## src/rtl/div_f_sched.sv

```systemverilog
// div_f_sched: shares one div_f divider between two requesters using round-robin arbitration.
// Operands are held while the divider is busy, and the result is returned on a tagged response channel.
//
// state | meaning
// IDLE  | no operation in flight; the only state that grants a request
// ISSUE | div_sel raised with latched operands; an exception may finish here
// WAIT  | divider busy; operands held; timeout counter running
// RESP  | captured result presented until the consumer takes it
// DRAIN | response delivered but divider still busy; no grants
module div_f_sched #(
    parameter int  RES_W       = 26,
    parameter int  TIMEOUT_CYC = 64,
    localparam int OUT_W       = 11 + RES_W
) (
    input  logic             clk,
    input  logic             rst,
    input  logic             req0_valid,
    output logic             req0_ready,
    input  logic [31:0]      req0_a,
    input  logic [31:0]      req0_b,
    input  logic             req1_valid,
    output logic             req1_ready,
    input  logic [31:0]      req1_a,
    input  logic [31:0]      req1_b,
    output logic             resp_valid,
    input  logic             resp_ready,
    output logic             resp_id,
    output logic [OUT_W-1:0] resp_data,
    output logic             resp_dbz,
    output logic             resp_zdiv,
    output logic             resp_timeout,
    output logic             busy,
    output logic             div_sel,
    output logic [31:0]      div_dividend,
    output logic [31:0]      div_divisor,
    input  logic             div_busy,
    input  logic [OUT_W-1:0] div_out,
    input  logic             div_by_zero,
    input  logic             div_zero_div
);
    localparam int CNT_W = $clog2(TIMEOUT_CYC);
    localparam logic [CNT_W-1:0] CNT_LAST = CNT_W'(TIMEOUT_CYC - 1);

    typedef enum logic [2:0] {
        S_IDLE,
        S_ISSUE,
        S_WAIT,
        S_RESP,
        S_DRAIN
    } state_t;

    state_t           state, state_nxt;
    logic             rr_ptr;
    logic             id_q;
    logic [31:0]      a_q, b_q;
    logic [CNT_W-1:0] cnt;
    logic [OUT_W-1:0] data_q;
    logic             dbz_q, zdiv_q, to_q;
    logic             grant_vld, grant_id, accept;
    logic             capture, abort;

    // With both requesters valid, the one that was not served last wins.
    always_comb begin
        grant_vld = req0_valid | req1_valid;
        grant_id  = (req0_valid && req1_valid) ? ~rr_ptr : req1_valid;
        accept    = (state == S_IDLE) && grant_vld;
    end

    assign req0_ready = accept && !grant_id;
    assign req1_ready = accept && grant_id;

    always_comb begin
        state_nxt = state;
        capture   = 1'b0;
        abort     = 1'b0;
        case (state)
            S_IDLE: begin
                if (accept) state_nxt = S_ISSUE;
            end
            S_ISSUE: begin
                if (!div_busy) begin
                    capture   = 1'b1;
                    state_nxt = S_RESP;
                end else begin
                    state_nxt = S_WAIT;
                end
            end
            S_WAIT: begin
                if (!div_busy) begin
                    capture   = 1'b1;
                    state_nxt = S_RESP;
                end else if (cnt == CNT_LAST) begin
                    abort     = 1'b1;
                    state_nxt = S_RESP;
                end
            end
            S_RESP: begin
                if (resp_ready) state_nxt = div_busy ? S_DRAIN : S_IDLE;
            end
            S_DRAIN: begin
                if (!div_busy) state_nxt = S_IDLE;
            end
            default: state_nxt = S_IDLE;
        endcase
    end

    always_ff @(posedge clk) begin
        if (rst) begin
            state  <= S_IDLE;
            rr_ptr <= 1'b1;
            id_q   <= 1'b0;
            a_q    <= '0;
            b_q    <= '0;
            cnt    <= '0;
            data_q <= '0;
            dbz_q  <= 1'b0;
            zdiv_q <= 1'b0;
            to_q   <= 1'b0;
        end else begin
            state <= state_nxt;
            if (accept) begin
                a_q    <= grant_id ? req1_a : req0_a;
                b_q    <= grant_id ? req1_b : req0_b;
                id_q   <= grant_id;
                rr_ptr <= grant_id;
            end
            if (state == S_ISSUE) begin
                cnt <= '0;
            end else if (state == S_WAIT) begin
                cnt <= cnt + CNT_W'(1);
            end
            // A timed-out operation reports no data and no flags.
            if (capture) begin
                data_q <= div_out;
                dbz_q  <= div_by_zero;
                zdiv_q <= div_zero_div;
                to_q   <= 1'b0;
            end else if (abort) begin
                data_q <= '0;
                dbz_q  <= 1'b0;
                zdiv_q <= 1'b0;
                to_q   <= 1'b1;
            end
        end
    end

    assign div_sel      = (state == S_ISSUE) || (state == S_WAIT);
    assign div_dividend = a_q;
    assign div_divisor  = b_q;
    assign resp_valid   = (state == S_RESP);
    assign resp_id      = id_q;
    assign resp_data    = data_q;
    assign resp_dbz     = dbz_q;
    assign resp_zdiv    = zdiv_q;
    assign resp_timeout = to_q;
    assign busy         = (state != S_IDLE);

endmodule
```

## config.mk

```make
export PLATFORM = sky130hd
export DESIGN_NAME = div_f_sched
export DESIGN_NICKNAME = d
export VERILOG_FILES = /design/src/rtl/div_f_sched.sv
export SDC_FILE = /design/constraint.sdc
export NUM_CORES = 1
export LEC_CHECK = 0
export CAP_MARGIN = 20
export CORE_AREA = 2 2 110 112
export CTS_CLUSTER_SIZE = 8
export DETAILED_ROUTE_END_ITERATION = 6
export DIE_AREA = 0 0 112 114
export PLACE_DENSITY_LB_ADDON = 0.12
export SYNTH_ARGS = -nofsm -noshare
export SYNTH_HDL_FRONTEND = slang
export SYNTH_SLANG_ARGS = --single-unit
export TNS_END_PERCENT = 1
```

## constraint.sdc

```tcl
create_clock -name clk -period 5.2 [get_ports clk]
set_input_delay 0.78 -clock clk [delete_from_list [all_inputs] [get_ports clk]]
set_output_delay 0.78 -clock clk [all_outputs]
set_load 0.02 [all_outputs]
```

==> run_results.csv <==
group,metric,value,unit
run_status,outcome,"finished, final reports clean",
cts,cts_resized,0,
cts,path_clk_slew,0.05,ns
setup_path,ff2ff_setup_slack,3.07,ns
routing,antenna_left,0,
yosys,synth-simple-area-share,11.03,%
sta,relSlewSlack,31.36,%
die,die_y,114,um
setup_path,crit_fanout,4,
global_routing,use_met3,9.564,%
yosys,synth_top_area_share,56.20,%
routing,wire_per_inst,18.14,um
cts,clockBufferDepth,2,
setup_path,end_kind,"primary output",
yosys,synthXorXnorAreaFrac,1.283,%
yosys,synth_top_family_by_area,"compound AO/OA/AOI/OAI gates",
sta,fin_ws,2.202,ns
setup_path,cp.arrival,2.22,ns
yosys,yosysTopAreaCell,"dfxtp_1",
yosys,yosysWarnings,0,
yosys,synth_compound_area_share,25.69,%
routing,drc,0,
cts,clock-sinks,115,
die,core.rowCount,40,
power,finalPower,3.802,mW
global_routing,grt_pass1_wl,22.06,mm
finish,drive_gt1_share,6.535,%
global_routing,overflow,0,
global_routing,grt_use_total,21.87,%
min_path,hold_path_class,"flip-flop to flip-flop",
min_path,whs_endpoint,"resp_timeout",
finish,areaGrowthSynthToFinish,83.66,%
placed_design,place_area,6955,um2
cts,clock_latency,0.40,ns
cts,postCtsSetupBuffers,0,
global_routing,grt_pass1_vias,4247,
cts,cts-root-buf,"clkbuf_16",
routing,drtIter0Drc,495,
placed_design,portBuffers,282,
sta,finalHoldViolCount,0,
finish,fin_util,64.24,%
placed_design,place_inst,774,
placed_design,dp_hpwl,9.851,mm
global_routing,busiest_layer,"met2",
setup_path,reg2reg_depth,5,
setup_path,r2r-start,"state[2]",
power,p_leak,2.846,nW
finish,antenna_cells,0,
min_path,min_from,"resp_timeout",
yosys,synth_common_cells,"dfxtp_1, nor2_1, a222oi_1",
yosys,yosysSeqAreaShare,56.20,%
global_routing,globalRouteMet1Util,24.03,%
yosys,synth_edf_count,0,
yosys,synth_most_common_cell,"dfxtp_1",
yosys,synth_cell_type_count,34,
yosys,async_flop_share,0,%
yosys,synth_ff_type,"dfxtp_1",
die,io_pins,283,
placed_design,gp_congestion,0.7584,
global_routing,antenna_found_initial,0,
sta,tightest_slew,1.026,ns
die,die-area,12770,um2
setup_path,timing.rr.end,"div_dividend[1]",
cts,h-tree-depth,4,
cts,cts-hold-fix-buffers,0,
finish,fin_nets,820,
setup_path,setup.worst_path.start_class,"input pin",
global_routing,grt_max_degree,76,
routing,firstDrtPassIters,7,
die,fp.dieW,112,um
power,ir_worst_vdd,288.8,uV
die,core,11710,um2
sta,clock_skew,0.009354,ns
job,cap_viol_max_count,0,
yosys,synth_fa_ha_area_share,0.3054,%
cts,numCtsBuffers,17,
yosys,synth_fp_nets,555,
routing,vias,4338,
finish,final_area,7523,um2
yosys,synth_area_leaders,"dfxtp_1, a222oi_1, a22o_1",
yosys,netlist_instances,381,
sta,min_period_over_period,57.66,%
yosys,synth_mux_area_share,0.2443,%
finish,instances_no_fill,805,
sta,setup_viol,0,
cts,cts_tree,"built",
setup_path,critPathKind,"input pin to primary output",
sta,holdWs,0.4533,ns
yosys,postSynthAreaPerCell,10.75,um2
die,start_util,34.98,%
sta,fin_tns_setup,0,ns
global_routing,grt_use_met2,36.40,%
yosys,syn-cell-area,4096,um2
sta,maxSlewViolCount,0,
min_path,worstHoldPathCells,2,
routing,routed_wl,14.60,mm
sta,rsz0062_at_grt,"false",
placed_design,place_ws,2.217,ns
power,power_density,505.4,nW/um2
sta,fmax,0.3335,GHz
routing,via_per_inst,5.389,
setup_path,startpoint,"req1_valid",
sta,fin_crit,2.998,ns
setup_path,crit_required,4.42,ns
yosys,ys_ff_latch,115,
[worst max-delay path, cell delays in order]
cell             delay [ns]
clkdlybuf4s50_1        0.58
and3_2                 0.23
clkdlybuf4s50_1        0.63
[logic make-up (layout without fill, tap and decap cells)]
family / Yosys count / after routing
adder cells (fa/ha/maj): 1 / 1
multiplexers: 1 / 1
XOR/XNOR: 6 / 6
buffers and inverters: 45 / 322
flip-flops: 115 / 115
AND/OR/NAND/NOR: 100 / 100
AO/OA/AOI/OAI: 113 / 113
[layout by cell type (no fill, tap or decap), types with 3 or more instances in the layout]
master	Yosys	layout
clkdlybuf4s50_1	0	281
dfxtp_1	115	115
nor2_1	74	73
a222oi_1	64	64
a22o_1	40	40
clkbuf_16	0	17
nand2_1	6	6
clkbuf_8	0	6
buf_4	4	6
xor2_1	4	4
clkbuf_1	21	4
inv_1	3	3
nand4_1	3	3
clkinv_2	0	3
[report_power, final]
group / total [mW] / internal (mW) / switching [mW]
Sequential: 1.21 / 1.09 / 0.122
Combinational: 1.48 / 0.718 / 0.766
Clock: 1.10 / 0.728 / 0.376
Total: 3.80 / 2.54 / 1.26
[sequential cells by signal (all words and copies together), names as in the netlist]
name,flops
rr_ptr,1
resp_timeout,1
resp_dbz,1
div_dividend,32
resp_id,1
div_divisor,32
cnt,6
state,3
resp_data,37
resp_zdiv,1
[metal layers]
layer  vias up  wire length [um]
li1       2021                 -
met1      2042              5679
met2       245              7018
met3        30              1490
met4         0               415
met5         -                 0
[worst max path at each step]
| stage | to | slack [ns] | cells past startpoint |
|---|---|---|---|
| floorplan | req0_ready | 3.06 | 3 |
| global placement | req1_ready | 2.22 | 3 |
| finish | req1_ready | 2.20 | 3 |
| CTS | req1_ready | 2.20 | 3 |
| global route | req1_ready | 2.15 | 3 |
| detailed placement | req1_ready | 2.22 | 3 |
[area by class of cell]
class	count	area, um2
multi-input combinational	221	1595
clock buffer	27	523.0
inverter	3	11.26
timing repair buffer	288	2863
fill	952	4188
tap	147	183.9
sequential	115	2302
clock inverter	4	45.04
Power figures use the tool's default switching activity.
